## config.mk

```make
export PLATFORM = sky130hd
export DESIGN_NAME = eth_cmd_rx
export DESIGN_NICKNAME = d
export VERILOG_FILES = /design/src/rtl/eth_cmd_rx.sv
export SDC_FILE = /design/constraint.sdc
export NUM_CORES = 1
export LEC_CHECK = 0
export CAP_MARGIN = 20
export CORE_MARGIN = 5
export CORE_UTILIZATION = 60
export DETAILED_ROUTE_END_ITERATION = 12
export GPL_ROUTABILITY_DRIVEN = 0
export PLACE_DENSITY = 0.95
export SYNTH_ARGS = -nofsm -noshare
export SYNTH_HDL_FRONTEND = slang
export SYNTH_SLANG_ARGS = --single-unit
export TNS_END_PERCENT = 30
```

## constraint.sdc

```tcl
create_clock -name clk -period 5.8 [get_ports clk]
set_clock_uncertainty 0.05 [all_clocks]
set_input_delay 0.58 -clock clk [delete_from_list [all_inputs] [get_ports clk]]
set_output_delay 0.58 -clock clk [all_outputs]
set_load 0.02 [all_outputs]
```

## src/rtl/eth_cmd_rx.sv

```systemverilog
// eth_cmd_rx: GMII receive path that filters MAC/IPv4/UDP command frames and
// releases the 32-bit command word only once the frame's FCS checks out.
module eth_cmd_rx #(
    parameter logic [47:0] MAC_ADDR = 48'h000A35000001,
    parameter logic [15:0] UDP_PORT = 16'd4660,
    parameter int          MIN_LEN  = 64,
    parameter int          MAX_LEN  = 1522
) (
    input  logic        clk,
    input  logic        rstn,
    input  logic        rx_dv,
    input  logic        rx_er,
    input  logic [7:0]  rx_data,
    output logic        cmd_valid,
    output logic [31:0] cmd_data,
    output logic [15:0] good_cnt,
    output logic [15:0] bad_cnt,
    output logic [2:0]  state
);
    localparam logic [2:0] IDLE = 3'd0, PREAMBLE = 3'd1, HEADER = 3'd2, PAYLOAD = 3'd3, DROP = 3'd4;
    localparam int CW = $clog2(MAX_LEN + 2);
    localparam logic [CW-1:0] CNT_SAT = CW'(MAX_LEN + 1);
    localparam logic [CW-1:0] CNT_MIN = CW'(MIN_LEN);
    localparam logic [CW-1:0] CNT_MAX = CW'(MAX_LEN);

    logic [2:0]    nxt;
    logic [CW-1:0] cnt;
    logic [31:0]   crc, hold;
    logic          err, uni_ok, bc_ok;
    logic [47:0]   mac_sh;
    logic          uni_nxt, bc_nxt, byte_ok, in_frame, sfd, frame_end, accept, take_cmd;

    function automatic logic [31:0] crc_byte(input logic [31:0] c, input logic [7:0] d);
        logic [31:0] r;
        r = c ^ {24'd0, d};
        for (int i = 0; i < 8; i++) r = r[0] ? (r >> 1) ^ 32'hEDB88320 : r >> 1;
        return r;
    endfunction

    always_ff @(posedge clk) begin
        if (!rstn) state <= IDLE;
        else       state <= nxt;
    end

    always_comb begin
        nxt = IDLE;
        case (state)
            IDLE:     nxt = !rx_dv ? IDLE : rx_data == 8'h55 ? PREAMBLE : DROP;
            PREAMBLE: nxt = !rx_dv ? IDLE : rx_data == 8'h55 ? PREAMBLE : rx_data == 8'hD5 ? HEADER : DROP;
            HEADER:   nxt = !rx_dv ? IDLE : !byte_ok ? DROP : cnt == CW'(41) ? PAYLOAD : HEADER;
            PAYLOAD:  nxt = rx_dv ? PAYLOAD : IDLE;
            DROP:     nxt = rx_dv ? DROP : IDLE;
            default:  nxt = IDLE;
        endcase
    end

    // Destination is tracked as two running matches so a mixed unicast/broadcast address fails.
    always_comb begin
        mac_sh    = MAC_ADDR << {cnt[2:0], 3'b000};
        uni_nxt   = uni_ok && rx_data == mac_sh[47:40];
        bc_nxt    = bc_ok && rx_data == 8'hFF;
        byte_ok   = cnt < CW'(6)  ? (uni_nxt || bc_nxt) :
                    cnt == CW'(12) ? rx_data == 8'h08 :
                    cnt == CW'(13) ? rx_data == 8'h00 :
                    cnt == CW'(14) ? rx_data == 8'h45 :
                    cnt == CW'(23) ? rx_data == 8'h11 :
                    cnt == CW'(36) ? rx_data == UDP_PORT[15:8] :
                    cnt == CW'(37) ? rx_data == UDP_PORT[7:0] : 1'b1;
        in_frame  = state == HEADER || state == PAYLOAD;
        sfd       = state == PREAMBLE && rx_dv && rx_data == 8'hD5;
        frame_end = in_frame && !rx_dv;
        accept    = crc == 32'hDEBB20E3 && !err && cnt >= CNT_MIN && cnt <= CNT_MAX;
        take_cmd  = state == PAYLOAD && rx_dv && cnt >= CW'(42) && cnt <= CW'(45);
    end

    always_ff @(posedge clk) begin
        if (!rstn) begin
            cnt       <= '0;
            crc       <= 32'hFFFFFFFF;
            err       <= 1'b0;
            uni_ok    <= 1'b1;
            bc_ok     <= 1'b1;
            hold      <= '0;
            cmd_valid <= 1'b0;
            cmd_data  <= '0;
            good_cnt  <= '0;
            bad_cnt   <= '0;
        end else begin
            cmd_valid <= 1'b0;
            if (sfd) begin
                cnt    <= '0;
                crc    <= 32'hFFFFFFFF;
                err    <= 1'b0;
                uni_ok <= 1'b1;
                bc_ok  <= 1'b1;
            end
            if (in_frame && rx_dv) begin
                cnt <= cnt == CNT_SAT ? cnt : cnt + CW'(1);
                crc <= crc_byte(crc, rx_data);
                err <= err | rx_er;
                if (cnt < CW'(6)) begin
                    uni_ok <= uni_nxt;
                    bc_ok  <= bc_nxt;
                end
            end
            if (take_cmd) hold <= {hold[23:0], rx_data};
            if (frame_end && accept) begin
                cmd_valid <= 1'b1;
                cmd_data  <= hold;
                good_cnt  <= good_cnt + 16'd1;
            end
            if (frame_end && !accept) bad_cnt <= bad_cnt + 16'd1;
        end
    end
endmodule

```

==> reports/qor.csv <==
metric,value,unit
path_class,flop to flop,
max_freq,319,MHz
cts_htree_levels,4,
grt_start_max_net_pins,103,
number_of_synthesized_flops_with_an_enable_pin,0,
dieArea,13600,µm²
synth_cell_types,65,
track_usage,0.266,
setup_ws,2660,ps
start_util,0.619,
critical_path_required,6010,ps
vdd.ir_drop.worst,0.168,mV
initialDrtViolationCount,776,
postSynthCellCount,760,
fp-row-count,38,
detail_route.wl_per_cell,18.4,µm
finalSetupViolCount,0,
floorplan.die.width,116,µm
layout-drive-gt1-share,0.0779,
antenna_found_initial,0,
ant_nets,0,
cp-start-kind,flop,
dp_worst_setup_slack,2570,ps
grt_remaining_overflow,0,
cp-end-kind,flop,
crit_arrival,3350,ps
timing_worst_slew_pin_value,1000,ps
count_of_endpoints_failing_hold_in_the_final_timing_report,0,
ctsLongestPathBuffers,2,
cts_tree,built,
postCtsSetupRepairBufs,0,
critPathMaxFanout,66,
pwr_density_cell,276,nW/µm²
via_per_inst,6.25,
cts_sinks,146,
cts_inserted_buffers,17,
post-route-period-util,0.541,
synthesis.nets,778,
clk_pin_slew_worst_paths,70,ps
die_h,116,µm
core_region_area,11000,µm²
mappedNetlistArea,6790,µm²
area_overhead_of_the_layout_relative_to_synthesis,20.3,%
final_layout_net_count,827,
synth-seq-cells,146,
drt_first_pass_iters,6,
hpwlAfterDp,10800,µm
synth_sequential_area_ratio,0.430,
num-fill-cells,693,
utilization,0.744,
finalCriticalPeriod,3140,ps
power.leakage,2.77,nW
synth-main-ff-cell,sky130_fd_sc_hd__dfxtp_1,
clk-insertion-delay-late,430,ps
holdCritPathClass,input port to flop,
grt_pass1_wl,28500,µm
setup_repair_after_global_routing_missed_its_margin,no,
grt_pass1_vias,5701,
slew_headroom,0.329,
result_of_the_run,"finished, final reports clean",
cts.root.buffer_cell,sky130_fd_sc_hd__clkbuf_16,
wirelength,17700,µm
finalMaxSlewViolations,0,
post_cts_resized,0,
detailroute.via_count,6017,
ys_warn_count,0,
holdBufCountCts,0,
floorplan.io_pins,80,
synthesis.area_per_instance,8.94,µm²
finalSetupTns,0,ps
num_antenna_cells,0,
detail_route.drc_violations,0,
drv.max_cap_violation_count,0,
io_buffers,79,
ys_async_sr_fraction,0,
path summary, 6_finish.rpt:
kind	startpoint	end	slack, ps	cells after the start
max	crc[12]	cmd_data[1]	2660	6
min	rstn	crc[11]	410	2
max reg2reg	crc[12]	cmd_data[1]	2660	6
min reg2reg	cmd_data[31]	cmd_data[31]	420	2
layout make-up:
type,instances,area [µm²],share of cell area
multi-input cells,551,3620,0.443
flip-flops and latches,146,2920,0.358
repair buffers,83,826,0.101
clock buffers,18,439,0.0537
well taps,140,175,0.0214
clock inverters,14,153,0.0187
inverters,10,37.5,0.00459
metrics by stage:
stage | hold slack [ps] | area, µm² | instances | total power, mW
global placement | 398 | 7570 | 929 | 1.16
detailed placement | 410 | 7570 | 929 | 1.17
finish | 407 | 8180 | 962 | 2.26
global route | 412 | 8180 | 962 | 2.31
floorplan | 388 | 6790 | 760 | 1.14
CTS | 400 | 8160 | 961 | 2.26
logic make-up (layout without fill, tap and decap cells):
family,count (synthesis),in the layout,share of synthesized area
fa+ha+maj,6,6,0.0110
xor+xnor,103,103,0.152
flops,146,146,0.430
compound gates,143,143,0.133
mux,2,2,0.00295
buf+inv,63,125,0.0381
simple gates,297,297,0.233
flip-flops by register name, summed over array words and instances (netlist names):
signal and flops:
cmd_data 32, crc 32, hold 32, bad_cnt 16
good_cnt 16, cnt 11, state 3, bc_ok 1
cmd_valid 1, err 1, uni_ok 1
cell usage in the layout, fill, tap and decap left out, types with 7 or more instances in the layout:
cell type / instances
sky130_fd_sc_hd__xor2_1: 25
sky130_fd_sc_hd__o21ai_0: 75
sky130_fd_sc_hd__dfxtp_1: 146
sky130_fd_sc_hd__o22a_1: 19
sky130_fd_sc_hd__clkdlybuf4s50_1: 78
sky130_fd_sc_hd__nand4_1: 16
sky130_fd_sc_hd__o22ai_1: 15
sky130_fd_sc_hd__nand3_1: 82
sky130_fd_sc_hd__and3_1: 10
sky130_fd_sc_hd__nor2_1: 49
sky130_fd_sc_hd__a21oi_1: 14
sky130_fd_sc_hd__nand2_1: 68
sky130_fd_sc_hd__or3_1: 7
sky130_fd_sc_hd__clkbuf_16: 17
sky130_fd_sc_hd__xnor2_1: 64
sky130_fd_sc_hd__inv_1: 10
sky130_fd_sc_hd__xnor2_2: 11
sky130_fd_sc_hd__nor3_1: 17
cells in the mapped netlist (all sizes together) (10+ instances only):
library cell	number	share of area
dfxtp	146	0.43
nand3	82	0.060
xnor2	76	0.11
o21ai	75	0.055
nand2	69	0.038
nor2	49	0.027
clkbuf	32	0.018
xor2	27	0.039
buf	21	0.015
o22a	19	0.024
nor3	18	0.015
nand4	16	0.015
o22ai	15	0.014
a21oi	14	0.010
and3	10	0.0092
inv	10	0.0055
power by group:
part	total [mW]	internal [mW]	switching, mW
Clock	1.11	0.622	0.484
Combinational	0.147	0.0600	0.0866
Sequential	1.00	1.00	0.00122
per-layer routing:
layer	GRT usage	vias up	wire length, µm
met4	0.101	0	525
li1	-	2782	-
met3	0.0741	66	1540
met2	0.429	336	8370
met5	0	-	0
met1	0.341	2833	7250
critical path: stages (launching register included):
cell and delay [ps]:
sky130_fd_sc_hd__dfxtp_1 360, sky130_fd_sc_hd__nor4b_1 530, sky130_fd_sc_hd__and4_1 320, sky130_fd_sc_hd__o2111a_1 530
sky130_fd_sc_hd__nand2_2 690, sky130_fd_sc_hd__nand3_1 330, sky130_fd_sc_hd__o21ai_0 150
Power figures use the tool's default switching activity.
